[src/rtl/fpro_bus_arbiter.sv]
// fpro_bus_arbiter: shares the FPro bus between two masters (m0 = MCS bridge,
// m1 = secondary master). Round-robin grant, one transfer every three cycles:
// IDLE (arbitrate and latch) -> ISSUE (one-cycle bus strobe) -> ACK (pulse + read data).
// Optional feature macro FPRO_ARB_LOCK_EN adds mX_lock ports. A transfer latched with
// lock=1 keeps the bus reserved for the same master until one of its transfers
// latched with lock=0 completes.
module fpro_bus_arbiter #(
    parameter int ADDR_W = 21,
    parameter int DATA_W = 32
) (
    input  logic              clk,
    input  logic              reset,
    input  logic              m0_req,
    input  logic              m0_wr,
    input  logic              m0_video,
    input  logic [ADDR_W-1:0] m0_addr,
    input  logic [DATA_W-1:0] m0_wr_data,
`ifdef FPRO_ARB_LOCK_EN
    input  logic              m0_lock,
`endif
    output logic              m0_ack,
    output logic [DATA_W-1:0] m0_rd_data,
    input  logic              m1_req,
    input  logic              m1_wr,
    input  logic              m1_video,
    input  logic [ADDR_W-1:0] m1_addr,
    input  logic [DATA_W-1:0] m1_wr_data,
`ifdef FPRO_ARB_LOCK_EN
    input  logic              m1_lock,
`endif
    output logic              m1_ack,
    output logic [DATA_W-1:0] m1_rd_data,
    output logic              fp_mmio_cs,
    output logic              fp_video_cs,
    output logic              fp_write,
    output logic              fp_read,
    output logic [ADDR_W-1:0] fp_addr,
    output logic [DATA_W-1:0] fp_write_data,
    input  logic [DATA_W-1:0] fp_read_data
);

    typedef enum logic [1:0] {
        ST_IDLE  = 2'd0,
        ST_ISSUE = 2'd1,
        ST_ACK   = 2'd2
    } state_t;

    state_t            state_q, state_d;
    logic              gnt_q, gnt_d;
    logic              wr_q, wr_d;
    logic              last_grant_q, last_grant_d;
    logic [DATA_W-1:0] rd_q, rd_d;
    logic              fp_mmio_cs_q, fp_mmio_cs_d;
    logic              fp_video_cs_q, fp_video_cs_d;
    logic              fp_write_q, fp_write_d;
    logic              fp_read_q, fp_read_d;
    logic [ADDR_W-1:0] fp_addr_q, fp_addr_d;
    logic [DATA_W-1:0] fp_write_data_q, fp_write_data_d;
    logic              m0_ack_q, m0_ack_d;
    logic              m1_ack_q, m1_ack_d;
    logic [DATA_W-1:0] m0_rd_data_q, m0_rd_data_d;
    logic [DATA_W-1:0] m1_rd_data_q, m1_rd_data_d;
`ifdef FPRO_ARB_LOCK_EN
    logic              lock_q, lock_d;
    logic              locked_q, locked_d;
`endif

    logic              req0_s;
    logic              req1_s;
    logic              next_gnt_s;

    // Qualify requests (a held lock masks the other master) and pick the round-robin winner.
    always_comb begin
        req0_s = m0_req;
        req1_s = m1_req;
`ifdef FPRO_ARB_LOCK_EN
        if (locked_q) begin
            if (last_grant_q) begin
                req0_s = 1'b0;
            end else begin
                req1_s = 1'b0;
            end
        end else begin
            req0_s = m0_req;
            req1_s = m1_req;
        end
`endif
        if (req0_s && req1_s) begin
            next_gnt_s = ~last_grant_q;
        end else begin
            next_gnt_s = req1_s;
        end
    end

    // Next-state and next-output computation for the IDLE/ISSUE/ACK sequence.
    always_comb begin
        state_d         = state_q;
        gnt_d           = gnt_q;
        wr_d            = wr_q;
        last_grant_d    = last_grant_q;
        rd_d            = rd_q;
        fp_mmio_cs_d    = 1'b0;
        fp_video_cs_d   = 1'b0;
        fp_write_d      = 1'b0;
        fp_read_d       = 1'b0;
        fp_addr_d       = {ADDR_W{1'b0}};
        fp_write_data_d = {DATA_W{1'b0}};
        m0_ack_d        = 1'b0;
        m1_ack_d        = 1'b0;
        m0_rd_data_d    = {DATA_W{1'b0}};
        m1_rd_data_d    = {DATA_W{1'b0}};
`ifdef FPRO_ARB_LOCK_EN
        lock_d          = lock_q;
        locked_d        = locked_q;
`endif
        case (state_q)
            ST_IDLE: begin
                if (req0_s || req1_s) begin
                    gnt_d           = next_gnt_s;
                    wr_d            = next_gnt_s ? m1_wr : m0_wr;
                    fp_mmio_cs_d    = next_gnt_s ? ~m1_video : ~m0_video;
                    fp_video_cs_d   = next_gnt_s ? m1_video : m0_video;
                    fp_write_d      = next_gnt_s ? m1_wr : m0_wr;
                    fp_read_d       = next_gnt_s ? ~m1_wr : ~m0_wr;
                    fp_addr_d       = next_gnt_s ? m1_addr : m0_addr;
                    fp_write_data_d = next_gnt_s ? m1_wr_data : m0_wr_data;
`ifdef FPRO_ARB_LOCK_EN
                    lock_d          = next_gnt_s ? m1_lock : m0_lock;
`endif
                    state_d         = ST_ISSUE;
                end else begin
                    state_d = ST_IDLE;
                end
            end
            ST_ISSUE: begin
                // The slot drives read data combinationally during the strobe cycle.
                if (!wr_q) begin
                    rd_d = fp_read_data;
                end else begin
                    rd_d = rd_q;
                end
                if (gnt_q) begin
                    m1_ack_d     = 1'b1;
                    m1_rd_data_d = rd_d;
                end else begin
                    m0_ack_d     = 1'b1;
                    m0_rd_data_d = rd_d;
                end
                state_d = ST_ACK;
            end
            ST_ACK: begin
                last_grant_d = gnt_q;
`ifdef FPRO_ARB_LOCK_EN
                locked_d     = lock_q;
`endif
                state_d      = ST_IDLE;
            end
            default: begin
                state_d = ST_IDLE;
            end
        endcase
    end

    // State and registered outputs; reset abandons any transfer and drops every strobe.
    always_ff @(posedge clk or negedge reset) begin
        if (!reset) begin
            state_q         <= ST_IDLE;
            gnt_q           <= 1'b0;
            wr_q            <= 1'b0;
            last_grant_q    <= 1'b1;
            rd_q            <= {DATA_W{1'b0}};
            fp_mmio_cs_q    <= 1'b0;
            fp_video_cs_q   <= 1'b0;
            fp_write_q      <= 1'b0;
            fp_read_q       <= 1'b0;
            fp_addr_q       <= {ADDR_W{1'b0}};
            fp_write_data_q <= {DATA_W{1'b0}};
            m0_ack_q        <= 1'b0;
            m1_ack_q        <= 1'b0;
            m0_rd_data_q    <= {DATA_W{1'b0}};
            m1_rd_data_q    <= {DATA_W{1'b0}};
`ifdef FPRO_ARB_LOCK_EN
            lock_q          <= 1'b0;
            locked_q        <= 1'b0;
`endif
        end else begin
            state_q         <= state_d;
            gnt_q           <= gnt_d;
            wr_q            <= wr_d;
            last_grant_q    <= last_grant_d;
            rd_q            <= rd_d;
            fp_mmio_cs_q    <= fp_mmio_cs_d;
            fp_video_cs_q   <= fp_video_cs_d;
            fp_write_q      <= fp_write_d;
            fp_read_q       <= fp_read_d;
            fp_addr_q       <= fp_addr_d;
            fp_write_data_q <= fp_write_data_d;
            m0_ack_q        <= m0_ack_d;
            m1_ack_q        <= m1_ack_d;
            m0_rd_data_q    <= m0_rd_data_d;
            m1_rd_data_q    <= m1_rd_data_d;
`ifdef FPRO_ARB_LOCK_EN
            lock_q          <= lock_d;
            locked_q        <= locked_d;
`endif
        end
    end

    assign m0_ack        = m0_ack_q;
    assign m1_ack        = m1_ack_q;
    assign m0_rd_data    = m0_rd_data_q;
    assign m1_rd_data    = m1_rd_data_q;
    assign fp_mmio_cs    = fp_mmio_cs_q;
    assign fp_video_cs   = fp_video_cs_q;
    assign fp_write      = fp_write_q;
    assign fp_read       = fp_read_q;
    assign fp_addr       = fp_addr_q;
    assign fp_write_data = fp_write_data_q;

endmodule

[config.mk]
export PLATFORM = sky130hd
export DESIGN_NAME = fpro_bus_arbiter
export DESIGN_NICKNAME = d
export VERILOG_FILES = /design/src/rtl/fpro_bus_arbiter.sv
export SDC_FILE = /design/constraint.sdc
export NUM_CORES = 1
export LEC_CHECK = 0
export CORE_AREA = 2 2 123 125
export DETAILED_ROUTE_END_ITERATION = 12
export DIE_AREA = 0 0 125 127
export PLACE_DENSITY_LB_ADDON = 0.05
export SLEW_MARGIN = 20
export SYNTH_ARGS = -nofsm -noshare
export SYNTH_HDL_FRONTEND = slang
export SYNTH_SLANG_ARGS = --single-unit
[constraint.sdc]
create_clock -name clk -period 1.78 [get_ports clk]
set_input_delay 0.445 -clock clk [delete_from_list [all_inputs] [get_ports clk]]
set_output_delay 0.445 -clock clk [all_outputs]
set_load 0.01 [all_outputs]
## After elaboration in Yosys (flattened, before gate mapping)

Index checks and enable logic that the tools add are counted.

| word-level totals | value |
|---|---|
| word-level logic and storage cells | 56 |
| register bits after elaboration | 160 |

| operators by class | value |
|---|---|
| bitwise logic cells | 5 |
| mux-type cells | 30 |
| equality and inequality tests | 2 |
| reduce and logical (&&, ||, !) cells | 4 |

Operators by type and width:

| kind | count |
|---|---|
| two-way mux 32 bit | 8 |
| two-way mux 21 bit | 3 |
| two-way mux 1 bit | 18 |
| NOT 1 bit | 5 |
| case mux 2 bit (2 select lines) | 1 |
| == test 2 x 1 -> 1 bit (second input constant) | 1 |
| == test 2 bit (second input constant) | 1 |
| logical NOT 2 bit | 1 |
| AND reduction 2 bit | 1 |
| logical AND 1 bit | 1 |
| logical OR 1 bit | 1 |

## Longest topological paths before layout

| logic depth | value |
|---|---|
| word-level depth | 5 |
| depth in mapped cells | 6 |
| depth with buffers taken out | 3 |

## Worst setup path before layout

No wires, ideal clock.

| path | value |
|---|---|
| path kind | reg-to-reg |
| from | register state_q[1] |
| to | register rd_q[10] |
| arrival time | 1220 ps |
| cell stages (with the launch flop) | 6 |
| period minus slack after synthesis | 1345 ps |
| slack | 435 ps |
| path buffers | 2 |
| cells stage by stage | dfrtp_1 -> nor2b_4 -> and2_4 -> buf_6 -> buf_8 -> mux2_4 |

| between the ends | value |
|---|---|
| cells in the longest elaborated chain, start to end | 1 |

RTL lines:

| what | RTL line | RTL |
|---|---|---|
| from (decl) | 48 | `state_t state_q, state_d;` |
| from (signal assigned) | 187 | `state_q <= state_d;` |
| == test 2 x 1 -> 1 bit | 116 | `case (state_q)` |
| to (signal assigned) | 171 | `rd_q <= {DATA_W{1'b0}};` |
| to (signal assigned) | 191 | `rd_q <= rd_d;` |
| to (decl) | 52 | `logic [DATA_W-1:0] rd_q, rd_d;` |

Every way passes these cells.
A chain may end at the register's enable or synchronous reset.

## Worst setup path in the final report

| path | value |
|---|---|
| from | register fp_addr_q[2] (netlist: fp_addr[2]) |
| to | output fp_addr[2] |

RTL lines:

| what | RTL line | RTL |
|---|---|---|
| from (decl) | 57 | `logic [ADDR_W-1:0] fp_addr_q, fp_addr_d;` |
| from (signal assigned) | 176 | `fp_addr_q <= {ADDR_W{1'b0}};` |
| from (signal assigned) | 196 | `fp_addr_q <= fp_addr_d;` |
| to (decl) | 37 | `output logic [ADDR_W-1:0] fp_addr,` |

No word-level cell between the ends.

==> metrics.md <==
| Metric | Value |
|---|---|
| Outcome | complete, no violations |
| Max cap viols | 0 |
| Final hold violation count | 0 |
| Critical R2R Launch | state_q[1]$_DFF_PN0_ |
| Levels on crit path | 1 |
| RSZ-0062 raised after global routing | no |
| Net Count, Synth | 648 |
| Final period util | 0.979 |
| Diode count | 0 |
| Met3 Use GR | 0.0812 |
| Mapped Area | 0.00604 mm² |
| Synth Area in Adders | 0 |
| Power per Cell Area | 1450 mW/mm² |
| Min-Delay Path Class | register to register |
| Final Total Pwr | 14.0 mW |
| Synth Instances | 502 |
| Vias post-DR | 4,570 |
| Seq/Total Area, Yosys | 0.663 |
| Initial antenna violation count | 0 |
| Simple-Gate Fraction of Synth Area | 0.116 |
| Worst Path Arrival | 1.30 ns |
| Drt total wl | 16,000 µm |
| Peak Freq | 574 MHz |
| Reg2Reg Depth | 4 |
| Core ar. | 0.0144 mm² |
| Final std cells w/o fill | 973 |
| Clock Sink Count | 160 |
| Crit-path max cell delay | 0.55 ns |
| CTS clk-pin slew, worst paths | 0.06 ns |
| Setup Viol. Count Final | 0 |
| Global-route wire length before repair | 24,600 µm |
| Normalized max-slew margin | 0.686 |
| H-tree Lvls | 4 |
| Worst Path Buf+Inv | 1 |
| Drt wl/cell | 16.4 µm |
| Final Cell Area | 0.00965 mm² |
| Total track usage | 0.202 |
| Pleak | 4.79 nW |
| Worst-skew pair later-pin latency | 0.41 ns |
| Seq. cell area | 0.00401 mm² |
| Setup crit end kind | output port |
| Die W | 125 µm |
| Final max-slew violation count | 0 |
| Dpl ws | -0.0572 ns |
| Area Overhead vs Synth | 59.6% |
| # port buffers | 268 |
| TritonCTS buffer count | 17 |
| Yosys warning total | 0 |
| Die Ht | 127 µm |
| Worst Tran Pin Value | 0.471 ns |
| Synth Area in XOR/XNOR | 0 |
| Final worst slack | 0.0382 ns |
| Post-DP HPWL | 11,900 µm |
| Vias in the first global route | 4,819 |
| Most Used Layer, Global Route | met2 |
| Clock Tree Root | clkbuf_16 |
| 1st-pass router iterations | 5 |
| CP Launch Type | register |
| Compound-Gate Fraction of Synth Area | 0.0476 |
| CP Cell Sequence | clkdlybuf4s50_1 |
| Nets@finish | 924 |
| Fin crit period | 1.74 ns |
| GPL Wtd Cong | 0.824 |
| Fill count | 1,118 |
| Post-synth cell types | 22 |
| DP Area | 0.00905 mm² |
| Fraction of final layout cells sized beyond drive strength 1 | 0.115 |
| Crit path max-delay family | buffers and inverters |
| Remaining DRCs | 0 |
| Crit-path max FO | 1 |
| Kind of critical path | register to output port |
| WP data required | 1.33 ns |
| Grt total ovfl | 0 |
| DRT antenna net count | 0 |
| Die area | 0.0159 mm² |
| Area occupied by multi-input gates | 0.00186 mm² |
| Via/cell ratio | 4.70 |
| Worst Setup EP | fp_addr[2] |
| Site Rows | 44 |
| Mapped Avg Cell Area | 12.0 µm² |
| Combinational family with the most area after synthesis | multiplexers |
| Synthesis-stage register bit count | 160 |
| Worst Hold Path Cells | 1 |
| Met1 Use GR | 0.216 |
| Reg2reg end | rd_q[0]$_DFFE_PN0P_ |
| Iter 0 DRT Violations | 237 |
| Mux contribution to synthesized area | 0.140 |
| Largest net degree at the start of global routing | 47 |
| Met2 GRT Util | 0.346 |
| Initial Util | 0.419 |
| Placed Cells | 942 |
| Maximum VDD drop | 0.802 mV |
| FF-to-FF setup slack | 0.30 ns |
| Setup Skew | 0.00661 ns |
| IO Count | 269 |
| CP startpoint | fp_addr[2]$_DFF_PN0_ |
| TritonCTS clock tree | yes |
| Slowest CP cell | clkdlybuf4s50_1 |
| Clock buffer depth | 2 |
## cell usage after synthesis
cell | instances | share of area
nand2_1 | 107 | 0.066
a21oi_1 | 53 | 0.044
and2_4 | 1 | 0.0014
buf_6 | 1 | 0.0019
nor2b_1 | 3 | 0.0031
o21ai_1 | 1 | 0.00083
inv_1 | 3 | 0.0019
buf_1 | 2 | 0.0012
mux2_2 | 4 | 0.0075
buf_8 | 3 | 0.0075
nor2b_4 | 1 | 0.0023
inv_2 | 1 | 0.00062
a21boi_0 | 1 | 0.0012
dfstp_2 | 1 | 0.0043
a21bo_2 | 1 | 0.0017
dfrtp_1 | 159 | 0.66
nand2b_1 | 1 | 0.0010
buf_2 | 20 | 0.017
clkbuf_1 | 7 | 0.0043
mux2i_1 | 35 | 0.058
mux2_4 | 30 | 0.075
nor2_1 | 67 | 0.042
## layout by cell type (no fill, tap or decap), drive strengths merged
master / synthesis / final
buf: 26 / 22
inv: 4 / 4
o21ai: 1 / 1
a21bo: 1 / 1
nand2: 107 / 107
dfstp: 1 / 1
a21oi: 53 / 53
dlygate4sd2: 0 / 9
mux2i: 35 / 35
mux2: 34 / 34
nor2b: 4 / 4
dfrtp: 159 / 159
dlygate4sd3: 0 / 1
clkbuf: 7 / 24
nor2: 67 / 67
clkinv: 0 / 4
and2: 1 / 1
dlymetal6s2s: 0 / 19
a21boi: 1 / 1
clkinvlp: 0 / 1
bufinv: 0 / 1
nand2b: 1 / 1
clkdlybuf4s50: 0 / 239
## logic make-up after synthesis
| group | Yosys count |
|---|---|
| mux | 69 |
| buf+inv | 37 |
| flops | 160 |
| compound gates | 56 |
| simple gates | 180 |
## layout make-up
class / count / share of cell area
inverters: 4 / 0.00156
repair buffers: 290 / 0.310
clock buffers: 24 / 0.0510
multi-input cells: 305 / 0.193
clock inverters: 6 / 0.00597
flip-flops and latches: 160 / 0.415
well taps: 184 / 0.0239
## metrics by stage
stage | setup TNS (ns) | hold WS [ns] | utilization
2_1_floorplan | 0 | 0.149 | -
3_3_place_gp | -0.227 | 0.407 | 0.627
3_5_place_dp | -0.838 | 0.412 | 0.627
4_1_cts | 0 | 0.510 | 0.665
5_1_grt | 0 | 0.525 | 0.669
6_report | 0 | 0.509 | 0.669
## flip-flops by register name, indices dropped and copies added (netlist names)
name           cells
fp_addr           21
fp_mmio_cs         1
m1_ack             1
fp_read            1
state_q            2
wr_q               1
gnt_q              1
fp_video_cs        1
last_grant_q       1
fp_write_data     32
fp_write           1
rd_q              32
m1_rd_data        32
m0_ack             1
m0_rd_data        32
## per-layer routing
layer,share of wire,up-vias,wire (µm)
li1,-,2166,-
met1,0.38,2153,6040
met2,0.50,208,7910
met3,0.085,43,1360
met4,0.040,0,646
met5,0,-,0
## power breakdown
part	total [mW]	switching (mW)	leakage, nW	internal, mW
Clock	3.38	1.33	0.272	2.05
Combinational	5.36	2.41	2.41	2.94
Sequential	5.27	0.466	2.10	4.80
Total	14.0	4.21	4.79	9.80
## worst min-delay path by stage
stage | slack (ns) | endpoint | from
3_5_place_dp | 0.41 | m1_rd_data[5]$_DFF_PN0_ | reset
2_1_floorplan | 0.15 | fp_addr[0]$_DFF_PN0_ | reset
4_1_cts | 0.51 | rd_q[7]$_DFFE_PN0P_ | rd_q[7]$_DFFE_PN0P_
3_3_place_gp | 0.41 | m0_rd_data[5]$_DFF_PN0_ | reset
6_report | 0.51 | rd_q[31]$_DFFE_PN0P_ | rd_q[31]$_DFFE_PN0P_
5_1_grt | 0.52 | rd_q[10]$_DFFE_PN0P_ | rd_q[10]$_DFFE_PN0P_
## timing repair
item                                   4_1_cts  5_1_grt
setup endpoints to repair                    9       19
buffers inserted                             0        0
pin swaps                                    0        0
endpoints found under the hold margin       41        0
gates resized for setup                      9       19
cloned                                       0        0
hold buffers                                 1        0
Power figures use the tool's default switching activity.
